--- config.mk ---
export PLATFORM = sky130hd
export DESIGN_NAME = store_drain
export DESIGN_NICKNAME = d
export VERILOG_FILES = /design/src/rtl/store_drain.sv
export SDC_FILE = /design/constraint.sdc
export NUM_CORES = 1
export LEC_CHECK = 0
export CORE_AREA = 2 2 89 91
export CTS_BUF_LIST = sky130_fd_sc_hd__clkbuf_8
export DETAILED_ROUTE_END_ITERATION = 10
export DIE_AREA = 0 0 91 93
export DONT_BUFFER_PORTS = 1
export PLACE_DENSITY_LB_ADDON = 0.05
export SKIP_LAST_GASP = 1
export SLEW_MARGIN = 20
export SYNTH_ARGS = -nofsm -noshare
export SYNTH_HDL_FRONTEND = slang
export SYNTH_SLANG_ARGS = --single-unit
--- constraint.sdc ---
create_clock -name clk_i -period 3.9 [get_ports clk_i]
set_input_delay 0.78 -clock clk_i [delete_from_list [all_inputs] [get_ports clk_i]]
set_output_delay 0.78 -clock clk_i [all_outputs]
set_load 0.03 [all_outputs]
--- src/rtl/store_drain.sv ---
// store_drain: drains committed stores from the store queue head to memory, one write in flight.
// Optional STORE_DRAIN_PERF_EN adds drained-store and request-stall counters.
module store_drain #(
    parameter int ROB_IDX_WIDTH = 6,
    parameter int ADDR_WIDTH    = 32,
    parameter int DATA_WIDTH    = 32,
    parameter int MAX_PENDING   = 16
) (
    input  logic                               clk_i,
    input  logic                               rst_i,
    input  logic                               flush_i,
    input  logic                               commit_store_i,
    input  logic                               sq_head_valid_i,
    input  logic [ROB_IDX_WIDTH-1:0]           sq_head_rob_tag_i,
    input  logic [ADDR_WIDTH-1:0]              sq_head_addr_i,
    input  logic [DATA_WIDTH-1:0]              sq_head_data_i,
    input  logic [DATA_WIDTH/8-1:0]            sq_head_be_i,
    output logic                               sq_pop_valid_o,
    input  logic                               sq_pop_ready_i,
    output logic                               mem_req_valid_o,
    input  logic                               mem_req_ready_i,
    output logic [ADDR_WIDTH-1:0]              mem_req_addr_o,
    output logic [DATA_WIDTH-1:0]              mem_req_data_o,
    output logic [DATA_WIDTH/8-1:0]            mem_req_be_o,
    output logic [ROB_IDX_WIDTH-1:0]           mem_req_tag_o,
    input  logic                               mem_resp_valid_i,
    input  logic                               mem_resp_err_i,
    output logic [$clog2(MAX_PENDING+1)-1:0]   pending_o,
    output logic                               busy_o,
    output logic                               err_o,
    output logic [31:0]                        perf_drained_o,
    output logic [31:0]                        perf_stall_o
);
    localparam int PW = $clog2(MAX_PENDING+1);
    localparam int BW = DATA_WIDTH/8;

    typedef enum logic [1:0] {IDLE, REQ, WAIT_RESP} state_t;

    state_t                     state_q, state_d;
    logic [PW-1:0]              pending_q, pending_d;
    logic                       err_q, err_d;
    logic                       req_valid_q, req_valid_d;
    logic [ADDR_WIDTH-1:0]      addr_q, addr_d;
    logic [DATA_WIDTH-1:0]      data_q, data_d;
    logic [BW-1:0]              be_q, be_d;
    logic [ROB_IDX_WIDTH-1:0]   tag_q, tag_d;
    logic                       resp_fire, pop_fire, overflow;

    // Committed stores are architectural, so flush never alters the drain.
    logic flush_unused;
    assign flush_unused = flush_i;

    always_comb begin
        resp_fire = (state_q == WAIT_RESP) && mem_resp_valid_i && !rst_i;
        pop_fire  = resp_fire && sq_pop_ready_i;
        overflow  = commit_store_i && !pop_fire && (pending_q == PW'(MAX_PENDING));
        pending_d = (commit_store_i && !pop_fire && !overflow) ? pending_q + PW'(1) :
                    (pop_fire && !commit_store_i)              ? pending_q - PW'(1) : pending_q;
        err_d     = err_q | overflow | (resp_fire && (mem_resp_err_i || !sq_pop_ready_i));
        state_d     = state_q;
        req_valid_d = req_valid_q;
        addr_d      = addr_q;
        data_d      = data_q;
        be_d        = be_q;
        tag_d       = tag_q;
        case (state_q)
            IDLE: if (sq_head_valid_i && pending_q != '0) begin
                state_d     = REQ;
                req_valid_d = 1'b1;
                addr_d      = sq_head_addr_i;
                data_d      = sq_head_data_i;
                be_d        = sq_head_be_i;
                tag_d       = sq_head_rob_tag_i;
            end
            REQ: if (mem_req_ready_i) begin
                state_d     = WAIT_RESP;
                req_valid_d = 1'b0;
            end
            WAIT_RESP: state_d = mem_resp_valid_i ? IDLE : WAIT_RESP;
            default: state_d = IDLE;
        endcase
    end

    always_ff @(posedge clk_i) begin
        if (rst_i) begin
            state_q     <= IDLE;
            pending_q   <= '0;
            err_q       <= 1'b0;
            req_valid_q <= 1'b0;
            addr_q      <= '0;
            data_q      <= '0;
            be_q        <= '0;
            tag_q       <= '0;
        end else begin
            state_q     <= state_d;
            pending_q   <= pending_d;
            err_q       <= err_d;
            req_valid_q <= req_valid_d;
            addr_q      <= addr_d;
            data_q      <= data_d;
            be_q        <= be_d;
            tag_q       <= tag_d;
        end
    end

    assign sq_pop_valid_o  = resp_fire;
    assign mem_req_valid_o = req_valid_q;
    assign mem_req_addr_o  = addr_q;
    assign mem_req_data_o  = data_q;
    assign mem_req_be_o    = be_q;
    assign mem_req_tag_o   = tag_q;
    assign pending_o       = pending_q;
    assign busy_o          = state_q != IDLE;
    assign err_o           = err_q;

`ifdef STORE_DRAIN_PERF_EN
    logic [31:0] drained_q, drained_d, stall_q, stall_d;

    always_comb begin
        drained_d = drained_q + {31'd0, pop_fire};
        stall_d   = stall_q + {31'd0, (state_q == REQ) && !mem_req_ready_i};
    end

    always_ff @(posedge clk_i) begin
        if (rst_i) begin
            drained_q <= '0;
            stall_q   <= '0;
        end else begin
            drained_q <= drained_d;
            stall_q   <= stall_d;
        end
    end

    assign perf_drained_o = drained_q;
    assign perf_stall_o   = stall_q;
`else
    assign perf_drained_o = '0;
    assign perf_stall_o   = '0;
`endif
endmodule

==> reports/results.tsv <==
metric	value	unit
dp_hpwl	5420	um
holdWs	0.507	ns
ys_types	34	
wl_per_cell	14.5	um
crit_path_start	pending_o[0]	
cts_tree	yes	
fmax	0.339	GHz
area_delta_synth_final	-0.687	%
grt_pass1_wl	11800	um
io_buffers	0	
placed_area	3410	sq um
clock_sinks	83	
cap_violations	0	
critPathKind	register to register	
die_h	93	um
r2r_cells	7	
ant_nets	0	
clockPowerShare	28.0	%
layout-drive-gt1-share	5.36	%
clk_pin_slew	0.09	ns
crit_slowest_cell	or4_4	
critPathLaunchType	register	
viasPerCell	4.83	
fin_cells	550	
p_sw_share	38.9	%
n_antenna_cell	0	
gp_congestion	0.742	
grt_start_max_net_pins	86	
wl	7980	um
io-pin-count	230	
hold_class	primary input to register	
fin_skew	0.0132	ns
status	finished, final reports clean	
fin_crit	2.95	ns
vias	2654	
hold_buffers	0	
p_int	1.39	mW
synth_seq_cells	83	
crit_arrival	3.17	ns
tightestPinTransition	0.760	ns
cts_buffer_depth	2	
grt.overflow.total	0	
reg2reg_from	pending_o[0]	
fin_tns_setup	0	ns
setup_viol	0	
netlist_instances	456	
die_w	91	um
drt_pass1_iterations	4	
netSwitchingPower	886	uW
cpPeakStageDelay	0.65	ns
critical_path_peak_fanout	8	
grt_antenna_before_repair	0	
cts_root_buffer	clkbuf_8	
drcViolationCount	0	
final_nets	531	
syn-cell-area	3640	sq um
place_inst	534	
post_cts_resized	0	
stdcell_area	3620	sq um
critPathCaptureType	register	
hold_depth	1	
syn_area_per_cell	7.98	sq um
ys_seq_area_share	45.6	%
power_leakage	1.43	nW
grt_pass1_vias	2303	
yosysWarnings	0	
die-area	8460	sq um
drt_iter0_markers	113	
fp-row-count	32	
reg2reg_slack	0.95	ns
power_density	629	nW/um^2
post_cts_buffers	0	
slew_headroom	49.1	%
r2r_end	pending_o[4]	
htree_levels	3	
ir_drop	242	uV
min_from	rst_i	
combPwrFrac	18.0	%
cp_cell_sequence	or4_4 -> o221ai_4 -> inv_2 -> fa_1 -> o21ai_0 -> mux2i_1 -> mux2_1	
clock_latency	0.34	ns
grt_usage	17.4	%
coreArea	7530	sq um
slew_violations	0	
rsz0062_at_grt	no	
hold_path_end	pending_o[2]	
initial_core_util	48.4	%
fin_crit_sh	75.7	%
seqPwrFrac	54.0	%
numCtsBuffers	9	
required	4.12	ns
hold_violations	0	
cell usage in the layout, fill, tap and decap left out, types with 2 or more instances in the layout:
cell type / count
nand3_1: 4
ha_1: 4
nand2_1: 150
conb_1: 64
o21ai_0: 6
clkbuf_8: 10
a21oi_1: 80
nor3_1: 2
dfxtp_1: 83
inv_1: 11
nor2_1: 6
inv_6: 3
power by group through the flow:
stage / Clock (mW) / Sequential, mW / Combinational, mW
final: 0.637 / 1.23 / 0.409
after global routing: 0.698 / 1.24 / 0.466
after CTS: 0.670 / 1.23 / 0.414
after detailed placement: 0 / 1.25 / 0.414
after global placement: 0 / 1.25 / 0.404
after floorplan: 0 / 1.22 / 0.439
worst max-delay path by stage:
| stage | to | slack [ns] |
|---|---|---|
| floorplan | pending_o[4] | 1.18 |
| global placement | pending_o[4] | 0.99 |
| detailed placement | pending_o[4] | 0.93 |
| CTS | pending_o[4] | 0.94 |
| global route | pending_o[4] | 0.78 |
| finish | pending_o[4] | 0.95 |
worst max-delay path: cells and delay by family, from the launching register on:
kind | cells | cell delay, ns
buffers and inverters | 1 | 0.14
AO/OA/AOI/OAI | 2 | 0.55
flip-flops | 1 | 0.47
multiplexers | 2 | 0.60
AND/OR/NAND/NOR | 1 | 0.65
adder cells (fa/ha/maj) | 1 | 0.42
Yosys cell counts, drive strengths merged:
master | number | share of area, %
nor3 | 2 | 0.27
o21a | 1 | 0.21
a31oi | 1 | 0.17
o311a | 1 | 0.27
dfxtp | 83 | 46
buf | 79 | 16
nor4 | 1 | 0.17
o41ai | 1 | 0.24
o21ai | 6 | 0.82
nand2 | 150 | 15
xnor2 | 1 | 0.24
or4 | 1 | 0.31
o211ai | 1 | 0.34
clkbuf | 10 | 1.0
nor2 | 6 | 0.62
and3 | 1 | 0.17
nand4bb | 1 | 0.31
nand4 | 1 | 0.17
nand3 | 4 | 0.55
o211a | 1 | 0.27
o221ai | 2 | 0.96
a2111oi | 1 | 0.24
conb | 1 | 0.10
mux2 | 2 | 0.62
ha | 4 | 1.4
inv | 12 | 1.2
a21oi | 80 | 11
mux2i | 1 | 0.27
fa | 1 | 0.55
logic make-up (layout without fill, tap and decap cells):
family                   count (synthesis)  after routing  share of synthesized area, %
AND/OR/NAND/NOR                        167            167                          18.0
buffers and inverters                  101             30                          18.6
AO/OA/AOI/OAI                           95             95                          14.5
flip-flops                              83             83                          45.6
adder cells (fa/ha/maj)                  5              5                          1.92
multiplexers                             3              3                         0.893
other                                    1             64                         0.103
XOR/XNOR                                 1              1                         0.241
area by class of cell:
| cell class | count | area (sq um) |
|---|---|---|
| clock buffer | 10 | 138 |
| tap | 102 | 128 |
| fill | 782 | 3910 |
| timing repair buffer | 2 | 27.5 |
| inverter | 12 | 45.0 |
| multi-input combinational | 335 | 1550 |
| clock inverter | 6 | 70.1 |
| sequential | 83 | 1660 |
state kept, by name, indices dropped and copies added (netlist names):
signal,count
mem_req_be_o,4
pending_o,5
state_q,2
mem_req_valid_o,1
mem_req_data_o,32
mem_req_addr_o,32
mem_req_tag_o,6
err_o,1
routing by layer:
metal	global-route usage [%]	up-vias	wire length [um]
met3	7.98	8	944
met4	6.44	0	85
li1	-	1318	-
met1	20.2	1199	3210
met2	28.4	129	3740
met5	0	-	0
metrics by stage:
step	total power, mW	setup WS (ns)	utilization [%]
after CTS	2.32	0.936	48.0
after global routing	2.41	0.783	48.0
after floorplan	1.66	1.18	-
final	2.28	0.949	48.0
after detailed placement	1.67	0.931	45.3
after global placement	1.66	0.988	45.3
(Power assumes the default switching activity.)
